===== config.mk =====
export PLATFORM = sky130hd
export DESIGN_NAME = serial_add_ctrl
export DESIGN_NICKNAME = d
export VERILOG_FILES = /design/src/rtl/serial_add_pkg.sv /design/src/rtl/serial_add_ctrl_adder.sv /design/src/rtl/serial_add_ctrl.sv
export SDC_FILE = /design/constraint.sdc
export NUM_CORES = 1
export LEC_CHECK = 0
export CAP_MARGIN = 5
export CORE_ASPECT_RATIO = 1.5
export CORE_MARGIN = 3
export CORE_UTILIZATION = 25
export DETAILED_ROUTE_END_ITERATION = 8
export PLACE_DENSITY = 0.49
export SETUP_SLACK_MARGIN = 0.15
export SYNTH_ARGS = -nofsm -noshare
export SYNTH_HDL_FRONTEND = slang
export SYNTH_SLANG_ARGS = --single-unit
export TNS_END_PERCENT = 1

===== constraint.sdc =====
create_clock -name clk -period 6.9 [get_ports clk]
set_clock_uncertainty 0.05 [all_clocks]
set_input_delay 1.38 -clock clk [delete_from_list [all_inputs] [get_ports clk]]
set_output_delay 1.38 -clock clk [all_outputs]
set_load 0.02 [all_outputs]

===== src/rtl/serial_add_pkg.sv =====
// Shared definitions for the serial slice-streaming add/subtract controller.
// Holds the FSM encoding and the slice width used by the controller and adder slice.
package serial_add_pkg;

  localparam int unsigned SLICE_W = 4;

  typedef enum logic [1:0] {
    StIdle = 2'd0,
    StRun  = 2'd1,
    StDone = 2'd2
  } state_e;

endpackage


===== src/rtl/serial_add_ctrl_adder.sv =====
// 4-bit carry-select adder slice: low pair ripples from cin, high pair is
// precomputed for both carries and selected by the low-pair carry.
module serial_add_ctrl_adder
  import serial_add_pkg::*;
(
  input  logic [SLICE_W-1:0] a,
  input  logic [SLICE_W-1:0] b,
  input  logic               cin,
  output logic [SLICE_W-1:0] sum,
  output logic               cout
);

  logic [2:0] lo;
  logic [2:0] hi0;
  logic [2:0] hi1;

  always_comb begin
    lo  = {1'b0, a[1:0]} + {1'b0, b[1:0]} + {2'b00, cin};
    hi0 = {1'b0, a[3:2]} + {1'b0, b[3:2]};
    hi1 = {1'b0, a[3:2]} + {1'b0, b[3:2]} + 3'd1;
    if (lo[2]) begin
      sum  = {hi1[1:0], lo[1:0]};
      cout = hi1[2];
    end else begin
      sum  = {hi0[1:0], lo[1:0]};
      cout = hi0[2];
    end
  end

endmodule


===== src/rtl/serial_add_ctrl.sv =====
// Multi-cycle WIDTH-bit add/subtract that streams 4-bit slices, LSB first,
// through a single shared adder slice with a registered inter-slice carry.
module serial_add_ctrl
  import serial_add_pkg::*;
#(
  parameter int unsigned WIDTH = 16
) (
  input  logic             clk,
  input  logic             rst_n,
  input  logic             in_valid,
  output logic             in_ready,
  input  logic [WIDTH-1:0] a,
  input  logic [WIDTH-1:0] b,
  input  logic             cin,
  input  logic             sub,
  output logic             out_valid,
  input  logic             out_ready,
  output logic [WIDTH-1:0] sum,
  output logic             cout,
  output logic             overflow
);

  localparam int unsigned SLICES = WIDTH / SLICE_W;
  localparam int unsigned CNT_W  = (SLICES > 1) ? $clog2(SLICES) : 1;
  localparam logic [CNT_W-1:0] LastCnt = CNT_W'(SLICES - 1);

  state_e state_q, state_d;

  logic [CNT_W-1:0]   cnt_q;
  logic [WIDTH-1:0]   a_q;
  logic [WIDTH-1:0]   b_q;
  logic [WIDTH-1:0]   res_q;
  logic               carry_q;
  logic               cout_q;
  logic               ovf_q;

  logic               accept;
  logic               run_en;
  logic               last;
  logic [SLICE_W-1:0] sl_a;
  logic [SLICE_W-1:0] sl_b;
  logic [SLICE_W-1:0] sl_sum;
  logic               sl_cout;

  // State register
  always_ff @(posedge clk or negedge rst_n) begin
    if (!rst_n) begin
      state_q <= StIdle;
    end else begin
      state_q <= state_d;
    end
  end

  // Next-state logic
  always_comb begin
    state_d = state_q;
    unique case (state_q)
      StIdle: if (in_valid) state_d = StRun;
      StRun:  if (last) state_d = StDone;
      StDone: if (out_ready) state_d = StIdle;
      default: state_d = StIdle;
    endcase
  end

  // Output / control decode
  always_comb begin
    in_ready  = (state_q == StIdle);
    out_valid = (state_q == StDone);
    run_en    = (state_q == StRun);
    accept    = in_valid && in_ready;
    last      = run_en && (cnt_q == LastCnt);
  end

  assign sl_a = a_q[cnt_q*SLICE_W +: SLICE_W];
  assign sl_b = b_q[cnt_q*SLICE_W +: SLICE_W];

  serial_add_ctrl_adder u_adder (
    .a    (sl_a),
    .b    (sl_b),
    .cin  (carry_q),
    .sum  (sl_sum),
    .cout (sl_cout)
  );

  // Datapath: operand capture at accept, one slice written back per RUN cycle.
  always_ff @(posedge clk or negedge rst_n) begin
    if (!rst_n) begin
      cnt_q   <= '0;
      a_q     <= '0;
      b_q     <= '0;
      res_q   <= '0;
      carry_q <= 1'b0;
      cout_q  <= 1'b0;
      ovf_q   <= 1'b0;
    end else if (accept) begin
      a_q     <= a;
      b_q     <= sub ? ~b : b;
      carry_q <= sub | cin;
      cnt_q   <= '0;
    end else if (run_en) begin
      res_q[cnt_q*SLICE_W +: SLICE_W] <= sl_sum;
      carry_q <= sl_cout;
      if (last) begin
        cout_q <= sl_cout;
        // Signed overflow: like-signed operands producing an opposite-signed result
        ovf_q  <= (a_q[WIDTH-1] == b_q[WIDTH-1]) && (sl_sum[SLICE_W-1] != a_q[WIDTH-1]);
      end else begin
        cnt_q <= cnt_q + 1'b1;
      end
    end
  end

  assign sum      = res_q;
  assign cout     = cout_q;
  assign overflow = ovf_q;

endmodule


==> run summary <==
CTS resizes - 0
Number of flops mapped to enable cells by yosys - 0
Maximum number of pins on one net before global-route repair - 56
Avg Vias per Cell - 4.198
LEAKAGE - 1.450 nW
Arrival time at the worst endpoint - 3.36 ns
Total grt overflow - 0
Path type of the worst min-delay path - flip-flop to flip-flop
Sequential share of the synthesized area - 50.90%
Routability Congestion - 0.7098
Antenna Nets Post-Route - 0
Yosys synthesis warning count - 0
Net switching fraction of the power - 41.45%
Clock Pin Slew Worst Setup and Hold Paths - 0.07 ns
Sequential group share of total power - 32.6%
Total area of sequential cells - 1376 um2
Fin crit period - 3.196 ns
RR Startpoint - cnt_q[0]$_DFFE_PN0P_
Post-synth ARST share - 100.0%
Required time at the worst-slack endpoint - 7.06 ns
Setup Fix Bufs, Post-CTS - 0
Number of global-route vias before repair - 1859
Top cells by area, synth - dfrtp_1 (51%), mux2_2 (7.1%), mux4_2 (6.7%)
Worst IR drop on VDD - 0.1598 mV
Row cnt - 45
Slew headroom - 40.25%
Max Buffers Root-to-Sink - 2
DRC viols - 0
Design internal power - 0.001069 W
Largest driver fanout on the critical path - 16
Critical Path Start - cnt_q[0]$_DFFE_PN0P_
Slew @ Worst Pin - 0.8934 ns
Initial cell density of the core - 26.10%
Unrepaired setup endpoints after global routing - no
Cell with the most instances after synthesis - dfrtp_1
Area of the core - 10360 um2
Number of nets in the finished design - 327
Global-route wire length before repair - 9535 um
Hold WS - 0.4254 ns
Setup violators final - 0
WL final - 5777 um
Power share of the clock group - 14.1%
Count of vias placed by the detailed router - 1763
Worst setup SP type - flip-flop
Average cell area after synthesis - 12.18 um2
Wire length per cell after detailed routing - 13.75 um
Final-report hold violation count - 0
Fill cell instance count of the final layout - 1077
DP Wirelength - 4361 um
Initial drt markers - 73
Run status - finished clean
I/O pins - 58
Die boundary width - 90.92 um
TritonCTS clock tree - built
Setup CP Type - flip-flop to flip-flop
Dominant synthesized flop cell - dfrtp_1
Die height - 133.4 um
Endpoint type of the worst setup path - flip-flop
Power per unit of standard cell area - 513.4 nW/um2
Count of antenna diodes in the layout - 0
Root buf cell - clkbuf_16
CTS hold repair buffers - 0
Fraction of synthesized cell area taken by the top area cell type - 50.90%
List of most frequent post-synthesis cells - dfrtp_1 (55), nor2_1 (22), a21oi_1 (17), mux2_2 (17), xnor2_1 (17)
Port Buf Inserts - 57
Aggregate negative setup slack - 0 ns
1st-pass router iterations - 4
Multi-input gate area - 1222 um2
Proportion of layout cells with a drive suffix above 1 - 15.41%
Number of violations of the max-capacitance limit - 0
Mapped Area - 2704 um2
Final number of max-transition violations - 0
Comb power frac - 53.2%
Overall Global Routing Usage - 9.980%
Nets in the synthesized netlist - 271
Insertion delay to the later sink of the worst-skew pair - 0.29 ns
Die area - 12130 um2
Synthesized instance count - 222
Cell variety after synth - 34
Antenna violations before repair - 0
Beginning of the worst hold path - sum[6]$_DFFE_PN0P_
Dominant cell type by area after synthesis - dfrtp_1
Final critical-path share of the clock period - 46.32%
Net switching power - 0.0007566 W
Clock sinks - 55
Max Freq - 312.9 MHz
Number of levels the H-tree was split into - 2
P&R area growth vs syn - 31.51%
TritonCTS Buffers - 5
Yosys reg bits - 55
-- per-layer routing --
layer	global-route usage (%)	wire length [um]
met5	0	0
met1	11.43	2345
met3	1.864	225
met4	3.440	91
met2	18.45	3115
-- metrics by stage --
| stage | power [W] | utilization (%) | cells | setup WS, ns | instance area, um2 |
|---|---|---|---|---|---|
| after floorplan | 0.001274 | - | 222 | 3.962 | 2704 |
| after global placement | 0.001581 | 32.86 | 412 | 3.739 | 3405 |
| after detailed placement | 0.001607 | 32.86 | 412 | 3.665 | 3405 |
| after CTS | 0.001867 | 34.32 | 420 | 3.657 | 3556 |
| after global routing | 0.001987 | 34.32 | 420 | 3.466 | 3556 |
| final | 0.001826 | 34.32 | 420 | 3.704 | 3556 |
-- power groups by stage --
stage / logic (W) / clock network, W / registers [W]
2_1_floorplan: 0.000684 / 0 / 0.000590
3_3_place_gp: 0.000975 / 0 / 0.000606
3_5_place_dp: 0.000996 / 0 / 0.000610
4_1_cts: 0.00100 / 0.000263 / 0.000605
5_1_grt: 0.00109 / 0.000274 / 0.000624
6_report: 0.000972 / 0.000258 / 0.000596
-- cells in the final DEF (no fill, tap or decap), types with 2 or more instances in the layout --
| cell type | count |
|---|---|
| clkdlybuf4s50_1 | 56 |
| inv_1 | 13 |
| ha_1 | 8 |
| o31ai_1 | 4 |
| nand4_1 | 2 |
| o21ai_0 | 3 |
| mux2_2 | 17 |
| dfrtp_1 | 55 |
| buf_4 | 2 |
| nand2b_1 | 2 |
| o2bb2ai_1 | 8 |
| fa_1 | 3 |
| mux4_2 | 8 |
| nor2_1 | 22 |
| nand2_1 | 14 |
| xnor2_1 | 17 |
| o21ai_2 | 4 |
| clkbuf_16 | 5 |
| a21oi_1 | 17 |
-- final timing paths --
path	end	slack, ns	cells past startpoint
worst min register to register	sum[6]$_DFFE_PN0P_	0.43	2
worst max register to register	overflow$_DFFE_PN0P_	3.70	9
min in group asynchronous	sum[10]$_DFFE_PN0P_	1.14	2
worst max-delay path	overflow$_DFFE_PN0P_	3.70	9
max in group asynchronous	a_q[9]$_DFFE_PN0P_	5.17	2
worst min-delay path	sum[6]$_DFFE_PN0P_	0.43	2
-- layout make-up --
| type | count | share of cell area (%) |
|---|---|---|
| clock buffers | 7 | 4.011 |
| clock inverters | 1 | 0.2463 |
| inverters | 13 | 1.372 |
| multi-input cells | 144 | 34.38 |
| flip-flops and latches | 55 | 38.71 |
| well taps | 141 | 4.961 |
| repair buffers | 59 | 16.33 |
-- critical path, cell delays in order (launching register included) --
cell and delay [ns]:
dfrtp_1 0.85, mux4_2 0.59, ha_1 0.20, inv_1 0.06, fa_1 0.42, inv_1 0.07, ha_1 0.13, nor2_1 0.06
or4_1 0.47, a41oi_1 0.22
-- state kept, by name (all words and copies together), names as in the netlist --
signal and cells:
overflow 1, a_q 16, carry_q 1, b_q 16
sum 16, cnt_q 2, state_q 2, cout 1
-- cell families (layout without fill, tap and decap cells) --
family | Yosys count | count (layout) | share of synthesized area, %
flops | 55 | 55 | 50.90
simple gates | 50 | 50 | 9.718
compound gates | 39 | 39 | 9.625
mux | 26 | 26 | 14.11
buf+inv | 23 | 80 | 3.887
xor+xnor | 18 | 18 | 5.831
fa+ha+maj | 11 | 11 | 5.923
No activity file was read; power rests on OpenSTA's default activity.
